## config.mk

```make
export PLATFORM = sky130hd
export DESIGN_NAME = camera_stats_monitor
export DESIGN_NICKNAME = d
export VERILOG_FILES = /design/src/rtl/camera_stats_monitor.sv
export SDC_FILE = /design/constraint.sdc
export NUM_CORES = 1
export LEC_CHECK = 0
export BUFFER_PORTS_ARGS = -buffer_cell sky130_fd_sc_hd__buf_2
export CAP_MARGIN = 10
export CORE_MARGIN = 5
export CORE_UTILIZATION = 28
export DETAILED_ROUTE_END_ITERATION = 8
export GPL_TIMING_DRIVEN = 0
export PLACE_DENSITY = 0.42
export REMOVE_ABC_BUFFERS = 1
export SETUP_SLACK_MARGIN = 0.4
export SLEW_MARGIN = 40
export SYNTH_ARGS = -nofsm -noshare
export SYNTH_HDL_FRONTEND = slang
export SYNTH_SLANG_ARGS = --single-unit
```

## constraint.sdc

```tcl
create_clock -name clk_in -period 4.05 [get_ports clk_in]
set_clock_uncertainty 0.05 [all_clocks]
set_input_delay 0.81 -clock clk_in [delete_from_list [all_inputs] [get_ports clk_in]]
set_output_delay 0.81 -clock clk_in [all_outputs]
set_load 0.01 [all_outputs]
```

## src/rtl/camera_stats_monitor.sv

```systemverilog
`default_nettype none
// ============================================================================
// Module   : camera_stats_monitor
// Purpose  : Line, frame and rate statistics from camera strobes; one
//            statistic is selected by mode and latched to a display word.
// Revision : 1.0 - initial release
// ============================================================================
module camera_stats_monitor #(
    parameter int CNT_W     = 20,
    parameter int HSYNC_POL = 1,
    parameter int VSYNC_POL = 1
) (
    input  logic        clk_in,
    input  logic        rst_n_in,
    input  logic        hsync_in,
    input  logic        vsync_in,
    input  logic        valid_byte_in,
    input  logic        tick_in,
    input  logic        capture_in,
    input  logic [2:0]  mode_in,
    output logic [31:0] display_out,
    output logic        changed_out,
    output logic        overflow_out,
    output logic        frame_done_out
);

    localparam logic [CNT_W-1:0] c_cnt_max = '1;
    localparam logic [CNT_W-1:0] c_cnt_one = {{(CNT_W-1){1'b0}}, 1'b1};

    // Returns {saturated, next}; saturated only when an increment is refused.
    function automatic logic [CNT_W:0] f_sat_inc(input logic [CNT_W-1:0] value,
                                                 input logic en);
        if (!en)
            return {1'b0, value};
        if (value == c_cnt_max)
            return {1'b1, value};
        return {1'b0, value + c_cnt_one};
    endfunction

    logic w_hs, w_vs, r_hs_q, r_vs_q;
    logic w_line_end, w_frame_start, w_latch, w_row_en;

    logic [CNT_W-1:0] r_row_cnt, r_frame_byte_cnt, r_sec_byte_cnt, r_line_cnt;
    logic [CNT_W-1:0] r_cycle_cnt, r_fs_cnt, r_frame_count, r_run_min, r_run_max;
    logic [CNT_W-1:0] r_row_bytes, r_frame_bytes, r_lines, r_row_min, r_row_max;
    logic [CNT_W-1:0] r_frame_cycles, r_fps, r_bytes_per_sec;
    logic             r_armed, r_ovf;

    logic [CNT_W-1:0] w_row_inc, w_fbyte_inc, w_sbyte_inc, w_line_inc;
    logic [CNT_W-1:0] w_cycle_inc, w_fs_inc, w_fcount_inc, w_min_next, w_max_next;
    logic             w_row_sat, w_fbyte_sat, w_sbyte_sat, w_line_sat;
    logic             w_cycle_sat, w_fs_sat, w_fcount_sat, w_sat_any;
    logic [31:0]      w_live;

    assign w_hs          = (HSYNC_POL != 0) ? hsync_in : ~hsync_in;
    assign w_vs          = (VSYNC_POL != 0) ? vsync_in : ~vsync_in;
    assign w_line_end    = r_hs_q & ~w_hs;
    assign w_frame_start = ~r_vs_q & w_vs;
    assign w_latch       = tick_in | capture_in;
    assign w_row_en      = valid_byte_in & w_hs;

    assign {w_row_sat,    w_row_inc}    = f_sat_inc(r_row_cnt, w_row_en);
    assign {w_fbyte_sat,  w_fbyte_inc}  = f_sat_inc(r_frame_byte_cnt, valid_byte_in);
    assign {w_sbyte_sat,  w_sbyte_inc}  = f_sat_inc(r_sec_byte_cnt, valid_byte_in);
    assign {w_line_sat,   w_line_inc}   = f_sat_inc(r_line_cnt, w_line_end);
    assign {w_cycle_sat,  w_cycle_inc}  = f_sat_inc(r_cycle_cnt, 1'b1);
    assign {w_fs_sat,     w_fs_inc}     = f_sat_inc(r_fs_cnt, w_frame_start);
    assign {w_fcount_sat, w_fcount_inc} = f_sat_inc(r_frame_count, w_frame_start & r_armed);

    // Counters that restart this cycle do not report their refused increment.
    assign w_sat_any = w_row_sat | w_line_sat | w_fcount_sat
                     | (~w_frame_start & (w_fbyte_sat | w_cycle_sat))
                     | (~tick_in & (w_sbyte_sat | w_fs_sat));

    // Running min/max including a line that ends this cycle.
    always_comb begin
        w_min_next = r_run_min;
        w_max_next = r_run_max;
        if (w_line_end) begin
            if (r_line_cnt == '0) begin
                w_min_next = w_row_inc;
                w_max_next = w_row_inc;
            end else begin
                if (w_row_inc < r_run_min)
                    w_min_next = w_row_inc;
                if (w_row_inc > r_run_max)
                    w_max_next = w_row_inc;
            end
        end
    end

    always_comb begin
        w_live = '0;
        case (mode_in)
            3'd0:    w_live = {r_lines[15:0], r_row_bytes[15:0]};
            3'd1:    w_live = 32'(r_bytes_per_sec);
            3'd2:    w_live = 32'(r_frame_bytes);
            3'd3:    w_live = {r_fps[15:0], r_row_bytes[15:0]};
            3'd4:    w_live = {r_row_min[15:0], r_row_max[15:0]};
            3'd5:    w_live = 32'(r_frame_cycles);
            3'd6:    w_live = {r_lines[15:0], r_fps[15:0]};
            default: w_live = {r_frame_count[15:0], 15'b0, r_armed};
        endcase
    end

    generate
        if (CNT_W > 16) begin : g_unused_hi
            logic w_unused_hi;
            assign w_unused_hi = ^{r_lines[CNT_W-1:16], r_row_bytes[CNT_W-1:16],
                                   r_fps[CNT_W-1:16], r_row_min[CNT_W-1:16],
                                   r_row_max[CNT_W-1:16], r_frame_count[CNT_W-1:16]};
        end
    endgenerate

    always_ff @(posedge clk_in) begin
        if (!rst_n_in) begin
            r_hs_q           <= 1'b0;
            r_vs_q           <= 1'b0;
            r_row_cnt        <= '0;
            r_frame_byte_cnt <= '0;
            r_sec_byte_cnt   <= '0;
            r_line_cnt       <= '0;
            r_cycle_cnt      <= '0;
            r_fs_cnt         <= '0;
            r_frame_count    <= '0;
            r_run_min        <= '0;
            r_run_max        <= '0;
            r_row_bytes      <= '0;
            r_frame_bytes    <= '0;
            r_lines          <= '0;
            r_row_min        <= '0;
            r_row_max        <= '0;
            r_frame_cycles   <= '0;
            r_fps            <= '0;
            r_bytes_per_sec  <= '0;
            r_armed          <= 1'b0;
            r_ovf            <= 1'b0;
            display_out      <= '0;
            changed_out      <= 1'b0;
            overflow_out     <= 1'b0;
            frame_done_out   <= 1'b0;
        end else begin
            r_hs_q         <= w_hs;
            r_vs_q         <= w_vs;
            frame_done_out <= w_frame_start & r_armed;
            r_frame_count  <= w_fcount_inc;

            if (w_line_end) begin
                r_row_bytes <= w_row_inc;
                r_row_cnt   <= '0;
            end else begin
                r_row_cnt   <= w_row_inc;
            end

            // A line ending together with frame_start belongs to the old frame.
            if (w_frame_start) begin
                r_armed <= 1'b1;
                if (r_armed) begin
                    r_frame_bytes  <= r_frame_byte_cnt;
                    r_lines        <= w_line_inc;
                    r_row_min      <= w_min_next;
                    r_row_max      <= w_max_next;
                    r_frame_cycles <= r_cycle_cnt;
                end
                r_frame_byte_cnt <= {{(CNT_W-1){1'b0}}, valid_byte_in};
                r_line_cnt       <= '0;
                r_run_min        <= '0;
                r_run_max        <= '0;
                r_cycle_cnt      <= c_cnt_one;
            end else begin
                r_frame_byte_cnt <= w_fbyte_inc;
                r_line_cnt       <= w_line_inc;
                r_run_min        <= w_min_next;
                r_run_max        <= w_max_next;
                r_cycle_cnt      <= w_cycle_inc;
            end

            if (tick_in) begin
                r_fps           <= r_fs_cnt;
                r_bytes_per_sec <= r_sec_byte_cnt;
                r_fs_cnt        <= {{(CNT_W-1){1'b0}}, w_frame_start};
                r_sec_byte_cnt  <= {{(CNT_W-1){1'b0}}, valid_byte_in};
            end else begin
                r_fs_cnt        <= w_fs_inc;
                r_sec_byte_cnt  <= w_sbyte_inc;
            end

            if (w_latch) begin
                display_out  <= w_live;
                overflow_out <= r_ovf;
                r_ovf        <= w_sat_any;
                changed_out  <= 1'b0;
            end else begin
                r_ovf        <= r_ovf | w_sat_any;
                changed_out  <= (w_live != display_out);
            end
        end
    end

endmodule
`default_nettype wire

```

# Yosys cells after proc, flatten, opt, wreduce, memory -nomap -nowiden
# Index checks and enable logic that the tools add are counted.
# word_totals
reg_bits,359
word_cells,138
# op_classes
add_sub_neg,7
reduce_logical,7
order_cmp,2
n_eq_ne,23
n_mux,51
bitwise_logic,19
# ops
operator,n
two-way mux 21 bit,26
case mux 32 bit (7 select lines),1
adder 20 x 1 -> 20 bit (second input constant),7
equality test 20 bit (second input constant),7
two-way mux 20 bit,6
inequality test 32 bit,1
> comparator 20 bit,1
logical NOT 20 bit,1
less-than comparator 20 bit,1
two-way mux 1 bit,18
inequality test 3 bit (second input constant),5
inequality test 4 bit (second input constant),3
equality test 3 bit (second input constant),3
OR 1 bit,8
OR reduction 2 bit,4
AND 1 bit,6
equality test 3 x 2 -> 1 bit (second input constant),2
NOT 1 bit,5
equality test 3 x 1 -> 1 bit (second input constant),1
logical NOT 3 bit,1
inequality test 2 bit (second input constant),1
AND reduction 2 bit,1

# Longest topological paths before layout
# logic_depth
word_depth,12
depth_mapped,19
mapped_depth_nobuf,17

# Least setup slack after synthesis
# Ideal clock, no wire load.
# synth_path
kind,reg-to-reg
from,register r_row_cnt[0]
to,register r_row_min[11]
slack_ps,93
required_time_ps,3921
arrival_time_ps,3828
stages_incl_launch_ff,19
n_path_buf,3
synth_period_minus_slack_ps,3957
path_cell_list,dfxtp_1 -> ha_1 -> nand3_1 -> nor3_2 -> nand3_1 -> clkbuf_1 -> nand4_1 -> xor2_1 -> inv_1 -> ha_1 -> a21o_1 -> a221oi_1 -> a21oi_1 -> or3_1 -> o21ai_1 -> buf_2 -> buf_2 -> nand3_1 -> o211ai_1
# synth_via
elab_chain_len,9
# synth_lines
element,line_no,source
start: declaration,43,"logic [CNT_W-1:0] r_row_cnt, r_frame_byte_cnt, r_sec_byte_cnt, r_line_cnt;"
start signal: assignment,152,r_row_cnt <= w_row_inc;
branches (longest 3 deep; another with adder 20 x 1 -> 20 bit),n/a,
two-way mux 21 bit (*),37,"return {1'b0, value + c_cnt_one};"
two-way mux 21 bit (*),35,if (value == c_cnt_max)
via w_row_inc[9],49,"logic [CNT_W-1:0] w_row_inc, w_fbyte_inc, w_sbyte_inc, w_line_inc;"
less-than comparator 20 bit (*),84,if (w_row_inc < r_run_min)
two-way mux 20 bit (*),84,
two-way mux 20 bit (*),80,if (r_line_cnt == '0) begin
two-way mux 20 bit (*),79,if (w_line_end) begin
end signal: assignment,161,r_row_min <= w_min_next;
end: declaration,45,"logic [CNT_W-1:0] r_row_bytes, r_frame_bytes, r_lines, r_row_min, r_row_max;"
# Mark *: on every way through the listed nets, which the timed path passes. The select of a mux whose other input is x is not followed.
# A chain may end at the register's enable or synchronous reset.

# Worst setup path after layout
# layout_path
from,register r_row_cnt[10]
to,register r_run_min[2]
# layout_via
elab_chain_len,9
# layout_lines
element,line_no,source
equality test 20 bit (*),35,
two-way mux 1 bit (2 in a row),35,
two-way mux 21 bit (*),37,
two-way mux 21 bit (*),35,
via w_row_inc[7],49,
less-than comparator 20 bit (*),84,
two-way mux 20 bit (*),84,
two-way mux 20 bit (*),80,
two-way mux 20 bit (*),79,
end signal: assignment,173,r_run_min <= w_min_next;
end: declaration,44,"logic [CNT_W-1:0] r_cycle_cnt, r_fs_cnt, r_frame_count, r_run_min, r_run_max;"
# Mark *: on every way through the listed nets, which the timed path passes. The rest lies on a longest branch. The select of a mux whose other input is x is not followed.

==> qor.yml <==
logic_synthesis:
  avgSynthCellArea_um2: 8.48
  synth-seq-area-share_pct: 42.7
  yosys.area.top_type_share_pct: 42.7
  synth_top_area_cell: "dfxtp_1"
  synth_cell_type_count: 68
  synthTopCellsByArea: "dfxtp_1, nor2_1, xor2_1"
  synth_warnings: 0
  synthCells: 1984
  netlist_area_um2: 16800
  synthArstFlopShare_pct: 0
  ys_ff_latch: 359
  synth_flop_cell: "dfxtp_1"
  synth_edf_count: 0
power_and_ir_drop:
  finalPower_w: 0.00821
  p_leak_nw: 7.71
  irDropWorstVdd_uv: 236
  p_per_area_nw_per_um2: 395
cts:
  cts_tree: "yes"
  clk_pin_slew_worst_paths_ns: 0.06
  clock_latency_ns: 0.57
  clock_sinks: 359
  cts_hold_buffers: 0
  cts_buffer_depth: 3
  clock-root-buffer: "clkbuf_16"
  cts_max_level: 2
  numCtsBuffers: 44
floorplan:
  std_cell_rows: 89
  start_util_pct: 28.4
  die_h_um: 255
  pin_count: 45
  fp.dieW_um: 255
  core_um2: 59200
  dieArea_um2: 65100
route:
  drt_iter0_drc: 1108
  wl_mm: 56.7
  dr_wl_met2_mm: 25.2
  wl_met3_mm: 2.45
  ant_nets: 0
  drt-pass1-iter-count: 5
  vias: 14400
  post_drt_wl_per_cell_um: 19.9
  wl_met1_mm: 27.7
  highest_layer: "met5"
  drc_errors: 0
  routed_via_density: 5.07
grt:
  grt_pass1_vias: 13500
  grt_max_degree: 80
  overflow: 0
  antenna_found_initial: 1
  grt_usage_pct: 16.9
  grt_pass1_wl_mm: 84.8
status:
  status: "finished clean"
cells_and_area:
  nNetsFinal: 2101
  final_common_cell: "dfxtp_1"
  area_growth_pct: 23.6
  final_cell_mix: "dfxtp_1, nor2_1, nand2_1, nand3_1, xor2_1"
  drive_gt1_share_pct: 16.5
  diodes: 0
  fill_cells: 6156
timing:
  fmax_mhz: 262
  maxSlewViolCount: 0
  hold_viol: 0
  slew_headroom_pct: 45.9
  min_period_over_period_pct: 94.1
  rsz0062_at_grt: "yes"
  finalCriticalPeriod_ns: 3.81
  worst_slack_ns: 0.238
  setup_viol: 0
  tightest_slew_ns: 0.804
placement:
  place.gp.congestion: 0.786
  numPortBuffers: 44
  place_ws_ns: -1.39
  dpl.hpwl_mm: 39.2
critical_path:
  r2r_slack_ns: 0.24
  crit_chain: "nand4_1 > nor3_4 > buf_4 > nand3_2 > buf_4 > nand4_1 > xor2_4 > inv_2 > ha_1 > and4_1 > o311ai_0 > or3_4 > a211oi_4 > o21ai_4 > buf_12 > clkbuf_16 > a211oi_1"
  crit_type: "register to register"
  worst-endpoint-required_ns: 4.46
  slowest_delay_ns: 0.40
  startpoint_type: "register"
  crit_arrival_ns: 4.23
  end_kind: "register"
  slowest_stage: "dfxtp_4"
  crit_path_max_fanout: 9
hold_path:
  hold_class: "register to register"
flow_run:
  max-cap-violations: 0
[report_power, final]
part           switching, W  leakage, nW  internal [W]  total (W)
clock               0.00154        0.699       0.00236    0.00391
combinational      0.000428         4.10      0.000241   0.000668
sequential        0.0000517         2.91       0.00358    0.00363
total               0.00202         7.71       0.00619    0.00821
[registers in the layout, summed over array words and instances (netlist names), 20 cells and up]
| signal | cells |
|---|---|
| display_out | 32 |
| r_frame_bytes | 20 |
| r_frame_cycles | 20 |
| r_run_min | 20 |
| r_frame_count | 20 |
| r_run_max | 20 |
| r_sec_byte_cnt | 20 |
| r_row_cnt | 20 |
| r_fs_cnt | 20 |
| r_frame_byte_cnt | 20 |
| r_line_cnt | 20 |
| r_cycle_cnt | 20 |
| r_bytes_per_sec | 20 |
[stage by stage]
stage	area [um^2]	utilization, %	hold slack (ns)	std cells	setup TNS, ns
global route	20800	35.1	0.415	2849	0
global placement	17500	29.5	0.395	2683	-715.12
detailed placement	18000	30.3	0.397	2703	-84.04
CTS	20400	34.5	0.404	2832	0
finish	20800	35.1	0.405	2849	0
floorplan	16300	-	0.383	1866	-126.64
[synth_stat cells, types with 5 or more instances]
cell / n
and4_1: 19
o31ai_1: 6
nand4_1: 67
o21ai_0: 58
mux2_2: 9
a22oi_1: 13
buf_1: 9
and2_1: 23
a31oi_1: 8
xor2_1: 100
nor2b_1: 11
or3_1: 10
a211oi_1: 53
buf_2: 17
nor3_1: 26
nand2b_1: 7
dfxtp_1: 359
nand2_1: 183
a22o_1: 25
xnor2_1: 52
ha_1: 47
o221ai_1: 9
o311ai_0: 15
and3_1: 21
a222oi_1: 6
inv_1: 80
buf_6: 5
a21o_1: 14
nor4_1: 10
a21oi_1: 84
o211ai_1: 22
nand3_1: 126
nor2_1: 291
mux2i_1: 60
clkbuf_1: 84
[area by class of cell]
class | count | area (um^2) | share of cell area [%]
Multi-Input combinational cell | 1427 | 9640 | 46.3
Sequential cell | 359 | 7220 | 34.7
Clock buffer | 71 | 1330 | 6.41
Timing Repair Buffer | 130 | 1230 | 5.92
Tap cell | 773 | 967 | 4.65
Inverter | 82 | 318 | 1.53
Clock inverter | 7 | 85.1 | 0.409
[final timing paths]
kind,start,endpoint,depth (start not counted)
worst max-delay path,r_row_cnt[10],r_run_min[2],17
worst min-delay path,r_frame_bytes[8],r_frame_bytes[8],2
worst max register to register,r_row_cnt[10],r_run_min[2],17
worst min register to register,r_frame_bytes[8],r_frame_bytes[8],2
[timing repair]
action                                  4_1_cts  5_1_grt
gates cloned                                  3        2
pin swaps                                    55       37
endpoints found under the setup margin       73       73
gates resized for setup                     127       52
buffers inserted                             48       15
[kinds of logic (layout without fill, tap and decap cells)]
logic type	Yosys count	count (layout)	share of synthesized area (%)
AO/OA/AOI/OAI	342	342	13.7
adder cells (fa/ha/maj)	47	47	3.49
multiplexers	73	73	4.66
AND/OR/NAND/NOR	811	813	22.6
flip-flops	359	359	42.7
XOR/XNOR	152	152	7.91
buffers and inverters	200	290	4.92
[critical path: cells and delay by family, from the launching register on]
kind	cells	cell delay (ns)
xor+xnor	1	0.18
simple gates	6	1.31
fa+ha+maj	1	0.31
buf+inv	5	0.76
flops	1	0.40
compound gates	4	0.68
[metal layers]
layer  global-route usage [%]  vias to the layer above
met5                        0                        -
met4                     3.98                        2
met3                     2.86                       74
met2                     26.3                      267
met1                     24.5                     7016
li1                         -                     7089
(Power assumes the default switching activity.)
